[src/rtl/uart_tx_scheduler.sv]
// Round-robin scheduler sharing one UART transmitter among NUM_REQ byte sources.
// Define UART_TX_SCHED_FIXED_PRIO_EN for fixed lowest-index-wins priority instead.
module uart_tx_scheduler #(
   parameter int NUM_REQ    = 4,
   parameter int DATA_W     = 8,
   parameter int BIT_CYCLES = 1,
   parameter int FRAME_BITS = 10
) (
   input  logic                      clock,
   input  logic                      resetn,
   input  logic [NUM_REQ-1:0]        req,
   input  logic [NUM_REQ*DATA_W-1:0] req_data,
   output logic [NUM_REQ-1:0]        gnt,
   output logic [DATA_W-1:0]         xmt_data,
   output logic                      load_XMT_datareg,
   output logic                      byte_ready,
   output logic                      t_byte,
   output logic                      busy,
   output logic [2:0]                active_id,
   output logic [2:0]                state_o
);

   localparam int FRAME_CYC = FRAME_BITS * BIT_CYCLES;
   localparam int CNT_W     = (FRAME_CYC > 1) ? $clog2(FRAME_CYC) : 1;
   localparam logic [CNT_W-1:0] CNT_LOAD = CNT_W'(FRAME_CYC - 1);

   typedef enum logic [2:0] {
      IDLE  = 3'd0,
      LOAD  = 3'd1,
      READY = 3'd2,
      START = 3'd3,
      WAIT  = 3'd4
   } state_t;

   state_t              state_q;
   logic [NUM_REQ-1:0]  gnt_q;
   logic [DATA_W-1:0]   xmt_q;
   logic                load_q;
   logic                br_q;
   logic                tb_q;
   logic                busy_q;
   logic [2:0]          id_q;
   logic [2:0]          ptr_q;
   logic [2:0]          ptr_d;
   logic [CNT_W-1:0]    cnt_q;

   logic                win_found;
   logic [2:0]          win_idx;
   logic [DATA_W-1:0]   win_data;

   // Handshake: a requester holds req[i] (and its data slice) until it sees
   // gnt[i] for one cycle; the byte was captured on the edge that raised gnt.
   always_comb begin
      int s;
      win_found = 1'b0;
      win_idx   = '0;
      s         = 0;
      for (int i = 0; i < NUM_REQ; i++) begin
         s = int'(ptr_q) + i;
         if (s >= NUM_REQ) s = s - NUM_REQ;
         for (int j = 0; j < NUM_REQ; j++) begin
            if (!win_found && (s == j) && req[j]) begin
               win_found = 1'b1;
               win_idx   = 3'(j);
            end
         end
      end
   end

   always_comb begin
      win_data = '0;
      for (int j = 0; j < NUM_REQ; j++) begin
         if (win_idx == 3'(j)) win_data = req_data[j*DATA_W +: DATA_W];
      end
   end

   // Fixed priority keeps the search origin pinned at requester 0.
`ifdef UART_TX_SCHED_FIXED_PRIO_EN
   assign ptr_d = '0;
`else
   assign ptr_d = (win_idx == 3'(NUM_REQ - 1)) ? 3'd0 : win_idx + 3'd1;
`endif

   always_ff @(posedge clock or negedge resetn) begin
      if (!resetn) begin
         state_q <= IDLE;
         gnt_q   <= '0;
         xmt_q   <= '0;
         load_q  <= 1'b0;
         br_q    <= 1'b0;
         tb_q    <= 1'b0;
         busy_q  <= 1'b0;
         id_q    <= '0;
         ptr_q   <= '0;
         cnt_q   <= '0;
      end else begin
         case (state_q)
            IDLE: begin
               gnt_q  <= '0;
               load_q <= 1'b0;
               br_q   <= 1'b0;
               tb_q   <= 1'b0;
               if (win_found) begin
                  state_q <= LOAD;
                  xmt_q   <= win_data;
                  id_q    <= win_idx;
                  ptr_q   <= ptr_d;
                  gnt_q   <= NUM_REQ'(1) << win_idx;
                  load_q  <= 1'b1;
                  busy_q  <= 1'b1;
               end
            end
            LOAD: begin
               state_q <= READY;
               gnt_q   <= '0;
               load_q  <= 1'b0;
               br_q    <= 1'b1;
            end
            READY: begin
               state_q <= START;
               tb_q    <= 1'b1;
            end
            START: begin
               state_q <= WAIT;
               br_q    <= 1'b0;
               tb_q    <= 1'b0;
               cnt_q   <= CNT_LOAD;
            end
            WAIT: begin
               // Hold the transmitter for the full serial frame.
               if (cnt_q == '0) begin
                  state_q <= IDLE;
                  busy_q  <= 1'b0;
               end else begin
                  cnt_q <= cnt_q - 1'b1;
               end
            end
            default: begin
               state_q <= IDLE;
               gnt_q   <= '0;
               load_q  <= 1'b0;
               br_q    <= 1'b0;
               tb_q    <= 1'b0;
               busy_q  <= 1'b0;
            end
         endcase
      end
   end

   assign gnt              = gnt_q;
   assign xmt_data         = xmt_q;
   assign load_XMT_datareg = load_q;
   assign byte_ready       = br_q;
   assign t_byte           = tb_q;
   assign busy             = busy_q;
   assign active_id        = id_q;
   assign state_o          = state_q;

endmodule

[config.mk]
export PLATFORM = sky130hd
export DESIGN_NAME = uart_tx_scheduler
export DESIGN_NICKNAME = d
export VERILOG_FILES = /design/src/rtl/uart_tx_scheduler.sv
export SDC_FILE = /design/constraint.sdc
export NUM_CORES = 1
export LEC_CHECK = 0
export CAP_MARGIN = 20
export CORE_MARGIN = 5
export CORE_UTILIZATION = 40
export CTS_CLUSTER_SIZE = 25
export DETAILED_ROUTE_END_ITERATION = 8
export GPL_TIMING_DRIVEN = 0
export HOLD_SLACK_MARGIN = 0.05
export PLACE_DENSITY_LB_ADDON = 0.05
export SLEW_MARGIN = 20
export SYNTH_ARGS = -nofsm -noshare
export SYNTH_HDL_FRONTEND = slang
export SYNTH_SLANG_ARGS = --single-unit
[constraint.sdc]
create_clock -name clock -period 4.4 [get_ports clock]
set_clock_uncertainty 0.2 [all_clocks]
set_input_delay 1.1 -clock clock [delete_from_list [all_inputs] [get_ports clock]]
set_output_delay 1.1 -clock clock [all_outputs]
set_load 0.05 [all_outputs]
# Word-level counts from Yosys, hierarchy flattened
# Index checks and enable logic that the tools add are counted.
[word_totals]
ff_bits = 29
input_bits = 38
[classes]
add_sub_neg = 9
eq_ne = 22
n_shift = 1
muxes = 54
bitwise = 1
reduce_logical = 62
order_cmp = 4
[op_table]
columns = ["cell", "n"]
rows = [
  ["32-bit by 3-bit equality test with 1-bit output (second input constant)", 8],
  ["32-bit by 2-bit equality test with 1-bit output (second input constant)", 4],
  ["32-bit zero test", 4],
  ["32-bit 2-to-1 mux", 4],
  ["3-bit 2-to-1 mux", 17],
  ["8-bit 2-to-1 mux", 4],
  ["1-bit logical AND", 31],
  ["1-bit 2-to-1 mux", 20],
  ["4-bit one-hot mux with 2 select lines", 2],
  ["1-bit zero test", 15],
  ["3-bit one-hot mux with 5 select lines", 1],
  ["4-bit by 3-bit subtractor with 5-bit output (second input constant)", 3],
  ["3-bit by 2-bit equality test with 1-bit output (second input constant)", 4],
  ["4-bit by 3-bit >= comparator with 1-bit output (second input constant)", 3],
  ["3-bit by 2-bit adder with 4-bit output (second input constant)", 2],
  ["4-bit 2-to-1 mux", 2],
  ["3-bit by 1-bit equality test with 1-bit output (second input constant)", 2],
  ["3-bit zero test", 2],
  ["2-bit inequality test (second input constant)", 3],
  ["1-bit one-hot mux with 2 select lines", 3],
  ["2-bit AND reduction", 3],
  ["3-bit OR reduction", 2],
  ["3-bit by 1-bit adder with 4-bit output (second input constant)", 1],
  ["4-bit zero test", 1],
  ["other kinds (11)", 12],
]

# Longest topological paths before layout
[depth]
depth_word = 70
depth_mapped = 9
ltp_nobuf = 7

# Worst setup path before layout
# No wires, ideal clock.
[synth_path]
path_kind = "in2reg"
from = "in req[2]"
to = "reg xmt_q[0], in the netlist xmt_data[0]"
setup_slack_ns = 1.328
setup_ns = 0.082
arrival_time_ns = 2.790
path_buffers = 2
stages = 8
path_cell_list = "nor2b_1 a2111oi_0 nor2_1 ha_1 buf_4 clkbuf_1 a221o_1 a31oi_1"
[synth_via]
elab_chain_cells = 59
elab_cells_between_ends = 77
cone_classes = "eq/ne: 3; mux: 32; reduce/logical: 42"
[synth_rtl]
columns = ["item", "line", "source"]
rows = [
  ["from (decl)", "11", "input logic [NUM_REQ-1:0] req,"],
  ["1-bit logical AND", "62", "if (!win_found && (s == j) && req[j]) begin"],
  ["1-bit 2-to-1 mux", "62", ""],
  ["1-bit zero test", "62", ""],
  ["1-bit logical AND (2 in series)", "62", ""],
  ["1-bit 2-to-1 mux", "62", ""],
  ["1-bit zero test", "62", ""],
  ["1-bit logical AND (2 in series)", "62", ""],
  ["1-bit 2-to-1 mux", "62", ""],
  ["[... 36 more ...]", "n/a", ""],
  ["1-bit zero test", "62", ""],
  ["1-bit logical AND (2 in series)", "62", ""],
  ["1-bit 2-to-1 mux", "62", ""],
  ["1-bit zero test", "62", ""],
  ["1-bit logical AND (2 in series)", "62", ""],
  ["3-bit 2-to-1 mux", "62", ""],
  ["3-bit zero test", "73", "if (win_idx == 3'(j)) win_data = req_data[j*DATA_W +: DATA_W];"],
  ["8-bit 2-to-1 mux (4 in series)", "73", ""],
  ["to (signal assigned)", "105", "xmt_q <= win_data;"],
  ["to (decl)", "37", "logic [DATA_W-1:0] xmt_q;"],
]
# Several ways; a longest one is shown, not always the timed one.
# A chain may end at the register's enable or synchronous reset.

# Worst setup path after layout
[layout_path]
from = "in req[1]"
to = "reg xmt_q[2], in the netlist xmt_data[2]"
[layout_via]
elab_chain_cells = 63
elab_cells_between_ends = 82
cone_classes = "eq/ne: 3; mux: 34; reduce/logical: 45"
[layout_rtl]
columns = ["item", "line"]
rows = [
  ["1-bit logical AND", "62"],
  ["1-bit 2-to-1 mux", "62"],
  ["1-bit zero test", "62"],
  ["1-bit logical AND (2 in series)", "62"],
  ["1-bit 2-to-1 mux", "62"],
  ["1-bit zero test", "62"],
  ["1-bit logical AND (2 in series)", "62"],
  ["1-bit 2-to-1 mux", "62"],
  ["[... 40 more ...]", "n/a"],
  ["1-bit zero test", "62"],
  ["1-bit logical AND (2 in series)", "62"],
  ["1-bit 2-to-1 mux", "62"],
  ["1-bit zero test", "62"],
  ["1-bit logical AND (2 in series)", "62"],
  ["3-bit 2-to-1 mux", "62"],
  ["3-bit zero test", "73"],
  ["8-bit 2-to-1 mux (4 in series)", "73"],
]
# Several ways; a longest one is shown, not always the timed one.

==> run metrics <==
CTS tree done; Ports 60; Yosys warning count 0; CP required 4400 ps; DR iter-0 viols 83; WL met1 1.93 mm; Starting Density 41.6%; Die Area 5590 um2; Mapped Cells 184; Max Cap Viol 0; vias in the first global route 1644; clk buf depth 2; Slew Viols, Final 0; post-synthesis cell type count 44; smallest hold slack 323 ps; wire per inst 14.9 um; met3 WL post-DR 198 um; WP buf/inv 3; final WL 4.41 mm; Setup Viol. Count Final 0; critical path peak fanout 10; via count 1594; Yosys top cell area share 40.3%; Post-Synth Adder-Cell Area 3.73%; drt pass-1 iters 4; max incr delay on CP 590 ps; final cycle utilization of the critical path 84.0%; Site Rows 23; Hold Path Class reg -> reg; initial antenna violation count 0; CP Cell Sequence clkdlybuf4s50_1 -> nor2_1 -> a2111oi_0 -> nor2_1 -> ha_1 -> buf_4 -> clkbuf_1 -> a221o_1 -> a31oi_1; commonest cells after routing, fill and taps aside 57 x clkdlybuf4s50_1, 27 x dfrtp_1, 21 x a21oi_1; sequential fraction of the synthesis area 40.3%; fmax 0.270 GHz; clock sinks 27; CTS buffer count 3; Setup Fix Bufs, Post-CTS 0; ANT cells 0; EDFF count, synth 0; most frequent CP cell nor2_1; Vert. Die Dim 74.8 um; Async S/R FF share, synth 100%; Tmin final 3700 ps; top sig layer met4; largest family of logic cells by synthesized area compound AO/OA/AOI/OAI gates; Layout area overhead 40.7%; core area 4030 um2; Avg Cell Area, Syn 9.12 um2; CTS clk-pin slew, worst paths 90 ps; Nets 290; clock latency on the worst-skew pair 270 ps; unrepaired setup endpoints after global routing no; H-tree levels 1; Clock Tree Root clkbuf_8; complex-gate fraction of the synthesized area 26.8%; drt drc 0; Synth area leader dfrtp_1; number of port buffers 58; Setup TNS 0 ps; element type at the critical path start primary input; mux share of post-synthesis cell area 1.19%; Worst path slowest cell a2111oi_0; Netlist Area Pre-Place 1680 um2; status finished, final reports clean; final hold vios 0; GP Congestion 0.820; routed wl met2 2.24 mm; Hold-fix buffers, CTS 0; Die W 74.8 um; Top delay family on crit path compound AO/OA/AOI/OAI gates; crit path capture type register; All-Layer GR Usage 16.9%; vias per cell 5.39; XOR/XNOR Fraction of Synth Area 0%; fraction of layout cells with a size suffix above 1 7.72%; maximum vdd ir drop 267 uV; commonest non-fill, non-tap cell in the layout clkdlybuf4s50_1; Worst-Margin Slew 638 ps; flops & latches, synth 27; Syn Nets 227; Power Density 728 nW/um2; largest net degree at the start of global routing 28; Max-slew headroom 56.4%; arrival time worst endpoint 3690 ps; Area contributors post-synth dfrtp_1 40%, a21oi_1 6.3%, a221o_1 4.8%, nand2_1 4.0%, nand3b_1 4.0%; post-synthesis simple-gate area fraction 19.9%; total gr overflow 0; post-CTS resize count 0; HPWL Detailed 3.33 mm; Most used DFF post-synth dfrtp_1; CP Class in -> reg; Final ANT Viol Nets 0; first-pass GRT wire length 7.39 mm; Leak Pwr 0.955 nW
==> worst paths after layout <==
kind	from	slack, ps	cells after the start	endpoint
max in group asynchronous	resetn	2970	1	byte_ready
setup / recovery	req[1]	700	9	xmt_data[2]
setup reg to reg	ptr_q[0]	1770	8	xmt_data[2]
hold / removal	cnt_q[0]	320	1	cnt_q[0]
hold reg to reg	cnt_q[0]	320	1	cnt_q[0]
min in group asynchronous	resetn	620	1	state_o[1]
==> cell usage after synthesis (2+ instances only) <==
cell      number
o41ai_1        2
o21ai_0       12
mux2i_1        2
nor2_1         6
clkbuf_1       5
a211oi_1       2
a221o_1        8
nor2b_1        7
nand2_1       18
inv_1         12
a31oi_1        9
dfrtp_1       27
buf_6          2
a21oi_1       21
buf_4          2
or2_2          2
nor3_1         3
nand3b_1       9
a32oi_1        4
ha_1           5
buf_2          3
==> layout make-up <==
type | count | area (um2)
Buffer | 13 | 86.3
Clock buffer | 4 | 45.0
Fill cell | 400 | 1670
Inverter | 12 | 45.0
Multi-Input combinational cell | 132 | 871
Sequential cell | 27 | 676
Tap cell | 50 | 62.6
Timing Repair Buffer | 58 | 576
==> metal layers <==
metal,up-vias,GRT usage (%)
met5,-,0
met3,4,2.27
met1,752,21.5
met2,42,29.4
met4,0,5.93
li1,796,-
==> metrics by stage <==
stage | total power [mW] | cell area, um2 | setup slack (ps) | utilization [%] | instances
final | 1.72 | 2360 | 702 | 58.6 | 296
after global routing | 1.85 | 2360 | 415 | 58.6 | 296
after CTS | 1.73 | 2360 | 682 | 58.6 | 296
after detailed placement | 1.59 | 2320 | 413 | 57.5 | 292
after global placement | 1.58 | 2320 | 381 | 57.6 | 292
after floorplan | 1.23 | 1680 | 1330 | - | 184
==> state kept, by name (all words and copies together), names as in the netlist <==
name              cells
gnt                   4
state_o               3
busy                  1
ptr_q                 2
load_XMT_datareg      1
xmt_data              8
t_byte                1
active_id             2
byte_ready            1
cnt_q                 4
==> where the power goes <==
part	leakage, nW	switching (mW)	internal (mW)
Combinational	0.604	0.691	0.425
Clock	0.0228	0.0750	0.0648
Sequential	0.327	0.0981	0.365
Total	0.955	0.864	0.855
==> worst reg2reg max path: stages, from the launching register on <==
cell,delay [ps]
dfrtp_1,400
inv_1,50
a2111oi_0,580
nor2_1,150
ha_1,220
buf_4,160
clkbuf_1,240
a221o_1,400
a31oi_1,170
==> kinds of logic after synthesis <==
group	after synthesis
AO/OA/AOI/OAI	66
other	1
multiplexers	2
adder cells (fa/ha/maj)	5
AND/OR/NAND/NOR	58
flip-flops	27
buffers and inverters	25
Power figures use the tool's default switching activity.
